--- src/rtl/ejem1_led_ctrl.sv ---
// ejem1_led_ctrl: 8-LED pattern generator (static / accumulate / rotate / bounce) paced by a prescaled tick.
// Define KEY_SYNC_EN to pass KEY through a 2-flop synchronizer before mode decode.
module ejem1_led_ctrl #(
  parameter int unsigned PRESCALE = 4
) (
  input  logic       clk,
  input  logic       reset,
  input  logic [3:0] SW,
  input  logic [1:0] KEY,
  output logic [7:0] LED
);

  localparam logic [1:0] MODE_STATIC = 2'd0;
  localparam logic [1:0] MODE_ACCUM  = 2'd1;
  localparam logic [1:0] MODE_ROTATE = 2'd2;
  localparam logic [1:0] MODE_BOUNCE = 2'd3;

  localparam logic DIR_UP   = 1'b0;
  localparam logic DIR_DOWN = 1'b1;

  localparam logic [15:0] CNT_LAST = 16'(PRESCALE - 1);

  logic [1:0] key_m;

`ifdef KEY_SYNC_EN
  logic [1:0] sync1_q;
  logic [1:0] sync2_q;

  always_ff @(posedge clk) begin
    if (reset) begin
      sync1_q <= '0;
      sync2_q <= '0;
    end else begin
      sync1_q <= KEY;
      sync2_q <= sync1_q;
    end
  end

  assign key_m = sync2_q;
`else
  assign key_m = KEY;
`endif

  logic [1:0]  mode_q;
  logic [15:0] cnt_q, cnt_d;
  logic [7:0]  pat_q, pat_d;
  logic        dir_q, dir_d;
  logic        entry;
  logic        tick;
  logic [7:0]  sw_dup;
  logic [7:0]  pat_shl;
  logic [7:0]  pat_shr;
  logic        pat_onehot;

  // A mode change restarts the prescaler and swallows any tick due that cycle.
  assign entry      = (key_m != mode_q);
  assign tick       = !entry && (cnt_q == CNT_LAST);
  assign sw_dup     = {SW, SW};
  assign pat_shl    = {pat_q[6:0], 1'b0};
  assign pat_shr    = {1'b0, pat_q[7:1]};
  assign pat_onehot = (pat_q != '0) && ((pat_q & (pat_q - 8'd1)) == '0);

  always_comb begin
    cnt_d = cnt_q + 16'd1;
    if (entry || tick) begin
      cnt_d = '0;
    end
  end

  always_comb begin
    pat_d = pat_q;
    dir_d = dir_q;
    case (key_m)
      MODE_STATIC: begin
        pat_d = sw_dup;
      end
      MODE_ACCUM: begin
        if (entry) begin
          pat_d = '0;
        end else if (tick) begin
          pat_d = pat_q + {4'h0, SW};
        end
      end
      MODE_ROTATE: begin
        if (entry) begin
          pat_d = (SW == '0) ? 8'h01 : sw_dup;
        end else if (tick) begin
          pat_d = {pat_q[6:0], pat_q[7]};
        end
      end
      MODE_BOUNCE: begin
        if (entry) begin
          pat_d = 8'h01;
          dir_d = DIR_UP;
        end else if (tick) begin
          // Direction flips on arrival at an end, so the end value shows for one full tick.
          if (!pat_onehot) begin
            pat_d = 8'h01;
            dir_d = DIR_UP;
          end else if (dir_q == DIR_UP) begin
            pat_d = pat_shl;
            if (pat_shl == 8'h80) begin
              dir_d = DIR_DOWN;
            end
          end else begin
            pat_d = pat_shr;
            if (pat_shr == 8'h01) begin
              dir_d = DIR_UP;
            end
          end
        end
      end
      default: begin
        pat_d = pat_q;
      end
    endcase
  end

  always_ff @(posedge clk) begin
    if (reset) begin
      mode_q <= '0;
      cnt_q  <= '0;
      pat_q  <= '0;
      dir_q  <= DIR_UP;
      LED    <= '0;
    end else begin
      mode_q <= key_m;
      cnt_q  <= cnt_d;
      pat_q  <= pat_d;
      dir_q  <= dir_d;
      LED    <= pat_q;
    end
  end

endmodule

--- config.mk ---
export PLATFORM = sky130hd
export DESIGN_NAME = ejem1_led_ctrl
export DESIGN_NICKNAME = d
export VERILOG_FILES = /design/src/rtl/ejem1_led_ctrl.sv
export SDC_FILE = /design/constraint.sdc
export NUM_CORES = 1
export LEC_CHECK = 0
export ABC_AREA = 1
export BUFFER_PORTS_ARGS = -buffer_cell sky130_fd_sc_hd__buf_2
export CORE_UTILIZATION = 50
export DETAILED_ROUTE_END_ITERATION = 10
export GPL_ROUTABILITY_DRIVEN = 0
export GPL_TIMING_DRIVEN = 1
export HOLD_SLACK_MARGIN = 0.15
export PLACE_DENSITY = 0.73
export RECOVER_POWER = 50
export SYNTH_ARGS = -nofsm -noshare
export SYNTH_HDL_FRONTEND = slang
export SYNTH_SLANG_ARGS = --single-unit
--- constraint.sdc ---
create_clock -name clk -period 4.6 [get_ports clk]
set_input_delay 0.46 -clock clk [delete_from_list [all_inputs] [get_ports clk]]
set_output_delay 0.46 -clock clk [all_outputs]
set_load 0.01 [all_outputs]
Word-level counts from Yosys, hierarchy flattened --
Index checks and enable logic that the tools add are counted. Widths: inputs -> output; s select.
Storage, ports and cells: output and inout port bits 8, bits in registers 35, input port bits 8, logic and storage cells 47
Cells by class: eq/ne operators 10, reductions and logical operators 12, $add $sub $neg 3, bitwise gates (word level) 1, multiplexer cells 16
Operators with widths (number):
- $mux 8 | 9
- $pmux 8 s4 | 1
- $add 16x1->16 const B | 1
- $eq 16x2->1 const B | 1
- $ne 3x3->1 const B | 3
- $add 8x4->8 | 1
- $and 8x8->8 | 1
- $logic_not 8->1 | 1
- $reduce_bool 8->1 | 1
- $sub 8x1->8 const B | 1
- $eq 7x1->1 const B | 1
- $eq 7x7->1 const B | 1
- $mux 1 | 6
- $eq 2x2->1 const B | 2
- $logic_not 4->1 | 1
- $reduce_and 3->1 | 1
- $eq 2x1->1 const B | 1
- $logic_and 1x1->1 | 2
- $logic_not 2->1 | 1
- $ne 2x2->1 | 1
- $reduce_and 2->1 | 1
- $reduce_bool 2->1 | 1
- $reduce_or 2->1 | 1
- $logic_not 1->1 | 1
- $logic_or 1x1->1 | 1

Depth between registers and ports, before layout --
Gate-level depths: netlist of run 1.
depth after elaboration 8, gate-level depth with buffers 12, mapped depth without buffers 11

Worst setup path after synthesis of run 1 --
No wires, ideal clock.
kind register to register, start register pat_q[0], end register pat_q[6], required time 4.466 ns, clock period less this slack 1.773 ns, slack 2.827 ns, path buffers 0, cell stages (with the launch flop) 12, setup time 0.134 ns, arrival 1.639 ns, cells stage by stage dfxtp_1 ha_1 inv_1 fa_1 inv_1 nand3_1 nand2_1 nand3_1 nand4_1 nand3_1 nand2_1 a21oi_2
Between the ends: longest elaborated chain between the ends 8
RTL lines:
- start: declaration | line 46 | logic [7:0] pat_q, pat_d;
- start signal: assignment | line 129 | pat_q <= pat_d;
- $sub 8x1->8 | line 61 | assign pat_onehot = (pat_q != '0) && ((pat_q & (pat_q - 8'd1)) == '0);
- $and 8x8->8 | line 61
- $logic_not 8->1 | line 61
- $logic_and 1x1->1 | line 61
- $mux 8 | line 97 | if (!pat_onehot) begin
- $mux 8 | line 95 | end else if (tick) begin
- $mux 8 | line 92 | if (entry) begin
- $pmux 8 s4 * | line 73 | case (key_m)
Mark *: on every way between the ends. The rest lies on a longest branch, timed or not. The select of a mux whose other input is x is not followed. A chain may end at the register's enable or synchronous reset.

Worst setup path after layout of run 1 --
Ends and elaborated chain as after synthesis.

==> results.md, run 1 <==
* Multi-input gate area at about 1300 sq um
* CTS Root Cell: clkbuf_8
* Vias per cell at 5.52
* FP Rows at 24
* Post-Synthesis Cells at ~330
* Worst Setup SP: pat_q[0]
* Status: finished, final reports clean
* Sequential cell area at about 700 sq um
* H-tree levels at 2
* Critical path launch point type: register
* Largest net degree at the start of global routing at 19
* Share of post-route cells with drive strength above 1 at 0.152
* Max IR drop VDD at 0.201 mV
* Sink Count at 35
* Inserted Diodes at 0
* CTS Buf Count at 5
* First-pass GRT wire length at 8810 um
* Share of power burned in registers at 0.478
* Sequential share of the synthesized area at 0.304
* Die ar. at 4880 sq um
* Worst R2R Path Depth at 11
* GR Overflow Total at 0
* RR Endpoint: pat_q[6]
* Dpl hpwl at 3870 um
* Count of final setup violators at 0
* PortBufs at 15
* CTS tree: built
* IO Pins at 16
* Setup TNS at 0 ns
* Post-CTS setup buffers at 0
* Synthesis-to-layout area growth at 6.03%
* Post-CTS Resized at 0
* F_max at 485 MHz
* Vias in the first global route at 1945
* Data arrival, critical path at 2.19 ns
* Post-CTS Hold Buffers at 0
* Leak at roughly 1.0 nW
* RSZ-0062 raised after global routing: no
* Clock Tree Buf Depth at 2
* Core Region at 4380 sq um
* Sw Share at 0.326
* Synth Net Count at approximately 340
* Clock power frac at 0.318
* Chip Width at 69.9 um
* Main synth FF type: dfxtp_1
* MaxCap Viol Count at 0
* Reg-to-reg setup timing slack at 2.54 ns
* Comb power frac at 0.204
* Initial Util at 0.525
* Layout fillers at 463
* WL per Instance at 13.2 um
* Min-Delay Path Class: in2reg
* Worst-path clk slew at 0.07 ns
* Syn Area/Cell at 7.00 sq um
* Clock skew at 0.00559 ns
* Slew headroom at 0.327
* Worst Tran Pin Value at between 1 and 1.5 ns
* Synth unique cells at 42
* End of the critical path: pat_q[6]
* ANT nets after route at 0
* EDFF count, synth at 0
* Final min period at 2.06 ns
* Initial antenna violation count at 0
* Synth area leaders: dfxtp_1 30%, nand2_1 8.3%, inv_1 6.5%
* Leading area contributor after synthesis: dfxtp_1
* Fin Hold WS at 0.452 ns
* Synth top area share at 0.304
* Slew Viols, Final at 0
* Fin. Hold Viols at 0
* Clk_lat worst skew at 0.28 ns
* Crit Path Max Fanout at 7
* Final worst-path cycle share at 0.449
* GRT Util Overall at 0.222
* Post-synth ARST share at 0
* Crit. End Element: register
* Die Y at 69.9 um
* DRT Pass-1 Iters at 4
* CP required at 4.73 ns
* Vias at 2168
* Commonest cells in the netlist: 51 x nand2_1, 40 x inv_1, 40 x nor2_1
* Final #Nets at 354
* Count leader, synth: nand2_1
* Yosys reg bits at 35
* Final WL at 5170 um
* FF-to-FF Start: pat_q[0]
* Pint at 464 uW
* Crit path kind: reg2reg
* Drt initial violations at between 150 and 200
* PD cells at 282 nW/um^2
* Synth warn at 0
* Net Sw Power at between 200 and 250 uW
* Number of remaining DRC errors at 0
* Synth Cell Area at 2300 sq um
==> layer usage <==
metal / up-vias / part of all wire / track usage / routed length, um
li1: 1112 / - / - / -
met1: 977 / 0.48 / 0.316 / 2480
met2: 71 / 0.44 / 0.348 / 2270
met3: 8 / 0.067 / 0.0361 / 349
met4: 0 / 0.013 / 0.0600 / 69
met5: - / 0 / 0 / 0
==> flip-flops by register name, summed over array words and instances, names as in the netlist <==
| signal | flops |
|---|---|
| cnt_q | 16 |
| LED | 8 |
| pat_q | 8 |
| mode_q | 2 |
| dir_q | 1 |
==> metrics by stage <==
step | util | cells | setup WS [ns] | power [mW] | area (sq um)
final | 0.557 | 393 | 2.54 | 0.688 | 2440
after global routing | 0.557 | 393 | 2.40 | 0.723 | 2440
after CTS | 0.561 | 393 | 2.61 | 0.693 | 2460
after detailed placement | 0.542 | 385 | 2.59 | 0.476 | 2370
after global placement | 0.542 | 385 | 2.63 | 0.474 | 2370
after floorplan | - | 329 | 2.83 | 0.444 | 2300
==> power by group through the flow <==
stage / logic [mW] / registers [mW] / clock network [mW]
after detailed placement: 0.141 / 0.335 / 0
after global placement: 0.139 / 0.335 / 0
after global routing: 0.159 / 0.330 / 0.234
final: 0.140 / 0.329 / 0.219
after floorplan: 0.115 / 0.329 / 0
after CTS: 0.141 / 0.328 / 0.224
==> worst max-delay path, cell delays in order (launching register included) <==
cell and delay (ns):
dfxtp_1 0.52, ha_1 0.28, inv_1 0.07, fa_1 0.38
inv_1 0.10, nand3_1 0.10, nand2_1 0.10, nand3_1 0.07
nand4_1 0.11, nand3_1 0.08, nand2_1 0.07, a21oi_2 0.05
==> cell usage in the layout (no fill, tap or decap), types with 4 or more instances in the layout <==
cell | synthesis | final
a21oi_2 | 5 | 5
nor2_1 | 40 | 40
buf_2 | 3 | 6
nor3_1 | 4 | 4
clkbuf_8 | 0 | 5
inv_1 | 40 | 40
nand2_1 | 51 | 52
nand4_1 | 17 | 17
nand3_1 | 30 | 30
nor3_2 | 6 | 6
a21oi_1 | 22 | 22
dfxtp_1 | 35 | 35
clkbuf_1 | 4 | 10
o21ai_0 | 10 | 10
ha_1 | 5 | 5
inv_2 | 5 | 5
o21ai_1 | 8 | 8
==> how the worst min path moves through the flow <==
stage / startpoint / end / slack, ns / cells after the start
global placement: cnt_q[0] / cnt_q[0] / 0.44 / 1
CTS: KEY[0] / mode_q[0] / 0.45 / 3
finish: KEY[0] / mode_q[0] / 0.45 / 3
floorplan: cnt_q[0] / cnt_q[0] / 0.43 / 1
global route: KEY[1] / mode_q[1] / 0.47 / 3
detailed placement: cnt_q[0] / cnt_q[0] / 0.45 / 1
==> kinds of logic after synthesis <==
family	share of synthesized area
xor+xnor	0.0152
simple gates	0.398
fa+ha+maj	0.0359
buf+inv	0.111
flops	0.304
compound gates	0.135
==> cell type report <==
| cell class | instances | area share |
|---|---|---|
| multi-input combinational | 235 | 0.548 |
| timing repair buffer | 15 | 0.0261 |
| clock inverter | 2 | 0.00513 |
| sequential | 35 | 0.287 |
| clock buffer | 6 | 0.0297 |
| tap | 52 | 0.0267 |
| inverter | 48 | 0.0769 |
Power figures use the tool's default switching activity.
==> run 2: changes to the inputs <==
Settings changed: ABC_AREA 1 to 0.
Clock period 4.6 ns to 2.06 ns, I/O delays scaled along.
==> results.md, run 2 <==
* ANT nets after route at 0 (unchanged)
* Synth Area in Compound Gates at 0.190 (was 0.135)
* Largest family of logic cells by synthesized area: simple AND/OR/NAND/NOR gates (unchanged)
* Sink Count at 35 (unchanged)
* EDFF count, synth at 0 (unchanged)
* Max stage delay on crit path at 0.54 ns (was 0.52 ns)
* Commonest cells in the netlist: 35 x dfxtp_1, 33 x nor2_1, 20 x clkbuf_1 (was 51 x nand2_1, 40 x inv_1, 40 x nor2_1)
* Synth area leaders: dfxtp_1 32%, nor2_1 5.7%, mux2i_1 4.6% (was dfxtp_1 30%, nand2_1 8.3%, inv_1 6.5%)
* Worst Tran Pin Value at 0.595 ns (was 1.01 ns)
* Crit Path Max Fanout at 3 (was 7)
* CTS Buf Count at 5 (unchanged)
* MaxCap Viol Count at 0 (unchanged)
* Post-CTS setup buffers at 0 (unchanged)
* Final WL at 5790 um (was 5170 um)
* Crit. End Element: register (unchanged)
* Max IR drop VDD at 0.349 mV (was 0.201 mV)
* Worst-path clk slew at 0.07 ns (about the same)
* Synth unique cells at 53 (was 42)
* GR Overflow Total at 0 (unchanged)
* Max FFs per register at 16 (unchanged)
* F_max at 453 MHz (was 485 MHz)
* Slew Viols, Final at 0 (unchanged)
* Worst path slowest cell: or4_4 (was dfxtp_1)
* Data arrival, critical path at 2.43 ns (was 2.19 ns)
* Clk_lat worst skew at 0.28 ns (about the same)
* FP Rows at 23 (was 24)
* Synth top area share at 0.322 (was 0.304)
* Crit-path cells: or4_4 -> or4b_4 -> nand3_4 -> nand3b_4 -> or4_4 -> o21ai_1 (was ha_1 -> inv_1 -> fa_1 -> inv_1 -> nand3_1 -> nand2_1 -> nand3_1 -> nand4_1 -> nand3_1 -> nand2_1 -> a21oi_2)
* Simple-Gate Fraction of Synth Area at 0.273 (was 0.398)
* Leak at 1.00 nW (was 1.01 nW)
* Share of post-route cells with drive strength above 1 at 0.221 (was 0.152)
* Final min period at 2.21 ns (was 2.06 ns)
* Vias in the first global route at 1932 (was 1945)
* Post-synth ARST share at 0 (unchanged)
* Min-Delay Path Class: in2reg (unchanged)
* Leading area contributor after synthesis: dfxtp_1 (unchanged)
* Post-Synthesis Cells at 272 (was 329)
* Initial antenna violation count at 0 (unchanged)
* Reg with most FFs: cnt_q (unchanged)
* Syn Area/Cell at 8.00 sq um (was 7.00 sq um)
* Vias per cell at 5.99 (was 5.52)
* Setup TNS at -0.538 ns (was 0 ns)
* Die ar. at 4620 sq um (was 4880 sq um)
* CP required at 2.28 ns (was 4.73 ns)
* GRT Util Overall at 0.265 (was 0.222)
* Drt initial violations at 167 (was 191)
* PD cells at 636 nW/um^2 (was 282 nW/um^2)
* Clock skew at 0.00367 ns (was 0.00559 ns)
* Final worst-path cycle share at 1.07 (was 0.449)
* Fin. Hold Viols at 0 (unchanged)
* CTS Root Cell: clkbuf_8 (unchanged)
* Status: complete, but fails checks (was finished, final reports clean)
* Yosys reg bits at 35 (unchanged)
* Main synth FF type: dfxtp_1 (unchanged)
* Worst Setup Slack, final at -0.149 ns (was 2.54 ns)
* Core Region at 4090 sq um (was 4380 sq um)
* Largest net degree at the start of global routing at 19 (unchanged)
* Number of remaining DRC errors at 0 (unchanged)
* Dpl hpwl at 4150 um (was 3870 um)
* Chip Width at 68.0 um (was 69.9 um)
* Initial Util at 0.532 (was 0.525)
* Clock Tree Buf Depth at 2 (unchanged)
* Synth warn at 0 (unchanged)
* Violated checks: negative setup slack
* IO Pins at 16 (unchanged)
* Die Y at 68.0 um (was 69.9 um)
* Sequential share of the synthesized area at 0.322 (was 0.304)
* Count of final setup violators at 5 (was 0)
* Synth Cell Area at 2180 sq um (was 2300 sq um)
* First-pass GRT wire length at 9040 um (was 8810 um)
* Adder-Cell Fraction of Synth Area at 0.0426 (was 0.0359)
* Biggest regs: cnt_q (16), LED (8), pat_q (8) (unchanged)
* Synth Net Count at 286 (was 343)
* Inserted Diodes at 0 (unchanged)
* Synth Area in XOR/XNOR at 0.0725 (was 0.0152)
* Critical path launch point type: register (unchanged)
* CTS tree: built (unchanged)
* Slew headroom at 0.602 (was 0.327)
* Most frequent cells in the layout: 33 x dfxtp_1, 33 x nor2_1, 30 x buf_4 (was 52 x nand2_1, 40 x inv_1, 40 x nor2_1)
* PortBufs at 15 (unchanged)
* Worst path most repeated cell: or4_4 (was nand3_1)
* Synthesis-to-layout area growth at 21.9% (was 6.03%)
* Mux contribution to synthesized area at 0.0512 (was 0)
* RSZ-0062 raised after global routing: yes (was no)
* H-tree levels at 2 (unchanged)
* WL per Instance at 16.2 um (was 13.2 um)
* Count leader, synth: dfxtp_1 (was nand2_1)
* Final #Nets at 321 (was 354)
* Fin Hold WS at 0.305 ns (was 0.452 ns)
* Vias at 2143 (was 2168)
* Crit path kind: reg2reg (unchanged)
* DRT Pass-1 Iters at 5 (was 4)
[run 2: cell count changes after synthesis, moves of 8 or more]
| cell | delta |
|---|---|
| a21oi_1 | -8 |
| and3_1 | +8 |
| clkbuf_1 | +16 |
| inv_1 | -33 |
| mux2i_1 | +10 |
| nand2_1 | -34 |
| nand3_1 | -23 |
| nand4_1 | -14 |
| xnor2_1 | +8 |
[run 2: cell families (layout without fill, tap and decap cells)]
logic type / Yosys count / in the layout
xor+xnor: 18 / 18
simple gates: 113 / 113
compound gates: 60 / 60
mux: 11 / 11
buf+inv: 28 / 64
flops: 35 / 35
fa+ha+maj: 7 / 7
[run 2: worst paths after layout]
check / to / startpoint / slack [ns] / cells past startpoint
setup reg to reg: pat_q[4] / pat_q[0] / -0.15 / 6
setup / recovery: pat_q[4] / pat_q[0] / -0.15 / 6
hold / removal: LED[5] / reset / 0.31 / 2
hold reg to reg: cnt_q[15] / cnt_q[15] / 0.49 / 2
[run 2: layout make-up]
type,count,area [sq um]
clock inverter,2,12.5
sequential,35,703
clock buffer,6,72.6
multi-input combinational,209,1450
tap,50,62.6
inverter,7,26.3
timing repair buffer,49,329
fill,338,1440
[run 2: power by group]
group / switching, mW / internal, mW / leakage, nW
logic: 0.263 / 0.212 / 0.676
registers: 0.0208 / 0.705 / 0.286
clock network: 0.250 / 0.236 / 0.0412
total: 0.533 / 1.15 / 1.00
[run 2: worst max-delay path, delay by kind of cell (launching register included)]
family	cells	cell delay, ns
AO/OA/AOI/OAI	1	0.13
flip-flops	1	0.32
AND/OR/NAND/NOR	5	1.70
[run 2: through the flow]
| stage | worst slack (ns) | instances | cell area (sq um) | util | power, mW |
|---|---|---|---|---|---|
| floorplan | -0.204 | 272 | 2180 | - | 1.01 |
| global placement | -0.107 | 350 | 2500 | 0.612 | 1.16 |
| detailed placement | -0.146 | 350 | 2500 | 0.612 | 1.17 |
| CTS | -0.131 | 358 | 2600 | 0.637 | 1.66 |
| global route | -0.206 | 358 | 2650 | 0.649 | 1.77 |
| finish | -0.149 | 358 | 2650 | 0.649 | 1.69 |
[run 2: repair_timing]
item / 4_1_cts / 5_1_grt
setup endpoints to repair: 7 / 8
resized for setup: 3 / 16
hold endpoints to repair: 0 / 0
hold buffers: 0 / 0
pin swaps: 3 / 3
[run 2: metal layers]
layer | GRT usage | share of wire
met1 | 0.360 | 0.45
met4 | 0.0911 | 0.018
met2 | 0.409 | 0.44
met3 | 0.0600 | 0.093
met5 | 0 | 0
==> run 3: changes to the inputs <==
Clock period 2.06 ns to 2.1 ns, I/O delays scaled along.
==> results.md, run 3 (synthesis results as in run 2) <==
* Status: complete, but fails checks (unchanged)
* Violated checks: negative setup slack (unchanged)
* PortBufs at 15 (unchanged)
* Vias per cell at 6.03 (was 5.99)
* WP buf/inv at 0 (unchanged)
* Worst Setup Slack, final at -0.141 ns (was -0.149 ns)
* First-pass GRT wire length at 9300 um (was 9040 um)
* Most frequent cells in the layout: 34 x dfxtp_1, 33 x nor2_1, 29 x buf_4 (was 33 x dfxtp_1, 33 x nor2_1, 30 x buf_4)
* Final min period at 2.24 ns (was 2.21 ns)
* IO Pins at 16 (unchanged)
* Worst path slowest cell: or4_4 (unchanged)
* Crit Path Max Fanout at 3 (unchanged)
* CTS Buf Count at 5 (unchanged)
* Clock skew at 0.00644 ns (was 0.00367 ns)
* Final std cells w/o fill at 354 (was 358)
* Final #Nets at 318 (was 321)
* Inserted Diodes at 0 (unchanged)
* DRT Pass-1 Iters at 4 (was 5)
* Largest net degree at the start of global routing at 19 (unchanged)
* Count of final setup violators at 4 (was 5)
* Net Sw Power at 498 uW (was 533 uW)
* CTS Root Cell: clkbuf_8 (unchanged)
* Fin Hold WS at 0.258 ns (was 0.305 ns)
* Crit-path cells: or4_4 -> or4b_4 -> nand3_4 -> nand3b_2 -> or4_4 -> o21ai_2 (was or4_4 -> or4b_4 -> nand3_4 -> nand3b_4 -> or4_4 -> o21ai_1)
* Clk_lat worst skew at 0.28 ns (about the same)
* Vias in the first global route at 1963 (was 1932)
* Max stage delay on crit path at 0.54 ns (about the same)
* Vias at 2134 (was 2143)
* Die Y at 68.0 um (unchanged)
* Total Power at 1.66 mW (was 1.69 mW)
* Largest delay share family, worst path: simple AND/OR/NAND/NOR gates (unchanged)
* Comb power frac at 0.280 (was 0.282)
* Worst Tran Pin Value at 0.933 ns (was 0.595 ns)
* Critical path launch point type: register (unchanged)
* Initial antenna violation count at 0 (unchanged)
* Drt initial violations at 148 (was 167)
* Data arrival, critical path at 2.46 ns (was 2.43 ns)
* Sw Share at 0.300 (was 0.316)
* ANT nets after route at 0 (unchanged)
* Post-CTS Hold Buffers at 0 (unchanged)
* Synthesis-to-layout area growth at 20.5% (was 21.9%)
* Final worst-path cycle share at 1.07 (about the same)
* Initial Util at 0.532 (unchanged)
* GR Overflow Total at 0 (unchanged)
* Max IR drop VDD at 0.422 mV (was 0.349 mV)
* PD cells at 634 nW/um^2 (was 636 nW/um^2)
* Sink Count at 35 (unchanged)
* Pint at 1.16 mW (was 1.15 mW)
* FP Rows at 23 (unchanged)
* Crit. End Element: register (unchanged)
* WL per Instance at 16.2 um (about the same)
* Share of power burned in registers at 0.430 (about the same)
* Min-Delay Path Class: in2reg (unchanged)
* CTS tree: built (unchanged)
* F_max at 446 MHz (was 453 MHz)
* Core Region at 4090 sq um (unchanged)
* CP required at 2.32 ns (was 2.28 ns)
* Post-Place Cells at 346 (was 350)
* Worst path most repeated cell: or4_4 (unchanged)
* Crit path kind: reg2reg (unchanged)
* Leak at 1.03 nW (was 1.00 nW)
* GRT Util Overall at 0.274 (was 0.265)
* Die ar. at 4620 sq um (unchanged)
* Post-layout util at 0.641 (was 0.649)
* Chip Width at 68.0 um (unchanged)
* Biggest regs: cnt_q (16), LED (8), pat_q (8) (unchanged)
* Most common cell after layout, fill and taps aside: dfxtp_1
* Share of post-route cells with drive strength above 1 at 0.237 (was 0.221)
* Dpl hpwl at 4070 um (was 4150 um)
* Post-place instance area at 2470 sq um (was 2500 sq um)
* Placement Setup Slack at -0.160 ns (was -0.146 ns)
* Setup TNS at -0.439 ns (was -0.538 ns)
* Final WL at 5730 um (was 5790 um)
* RSZ-0062 raised after global routing: yes (unchanged)
* Design Area, Final at 2620 sq um (was 2650 sq um)
* Worst-path clk slew at 0.07 ns (about the same)
* Max FFs per register at 16 (unchanged)
* Slew headroom at 0.378 (was 0.602)
* Reg with most FFs: cnt_q (unchanged)
* Number of remaining DRC errors at 0 (unchanged)
* MaxCap Viol Count at 0 (unchanged)
* Clock Tree Buf Depth at 2 (unchanged)
* Fin. Hold Viols at 0 (unchanged)
* H-tree levels at 2 (unchanged)
* Slew Viols, Final at 0 (unchanged)
* Clock power frac at 0.290 (was 0.288)
==> run 3: repair_timing <==
| item | in CTS | in global routing |
|---|---|---|
| endpoints found under the setup margin | 6 | 8 |
| gates resized for setup | 4 | 11 |
| setup buffers | 0 | 1 |
| pin swaps | 2 | 3 |
==> run 3: layer usage <==
| layer | vias to the layer above | routed length [um] | global-route usage |
|---|---|---|---|
| li1 | 1044 | - | - |
| met1 | 976 | 2550 | 0.374 |
| met5 | - | 0 | 0 |
| met4 | 0 | 95 | 0.115 |
| met3 | 16 | 524 | 0.0783 |
| met2 | 98 | 2570 | 0.397 |
==> run 3: power by group through the flow <==
stage | registers [mW] | clock network (mW) | logic, mW
after global placement | 0.726 | 0 | 0.411
after detailed placement | 0.726 | 0 | 0.414
final | 0.713 | 0.483 | 0.465
after floorplan | 0.724 | 0 | 0.263
after CTS | 0.712 | 0.491 | 0.425
after global routing | 0.717 | 0.530 | 0.500
==> run 3: worst register-to-register path, delay by kind of cell (launching register included) <==
| kind | cells | cell delay, ns |
|---|---|---|
| flops | 1 | 0.32 |
| simple gates | 5 | 1.70 |
| compound gates | 1 | 0.16 |
==> run 3: path summary, 6_finish.rpt <==
path         startpoint   endpoint  slack, ns  cells after the start
max            pat_q[0]   pat_q[1]      -0.14                      6
min              KEY[0]  mode_q[0]       0.26                      2
max reg2reg    pat_q[0]   pat_q[1]      -0.14                      6
min reg2reg   cnt_q[15]  cnt_q[15]       0.49                      2
==> run 3: final cells by class <==
cell class,count,area [sq um]
flip-flops and latches,35,702
multi-input cells,209,1420
inverters,7,26.3
clock inverters,1,5.00
well taps,50,62.6
repair buffers,46,323
fillers,358,1470
clock buffers,6,82.6
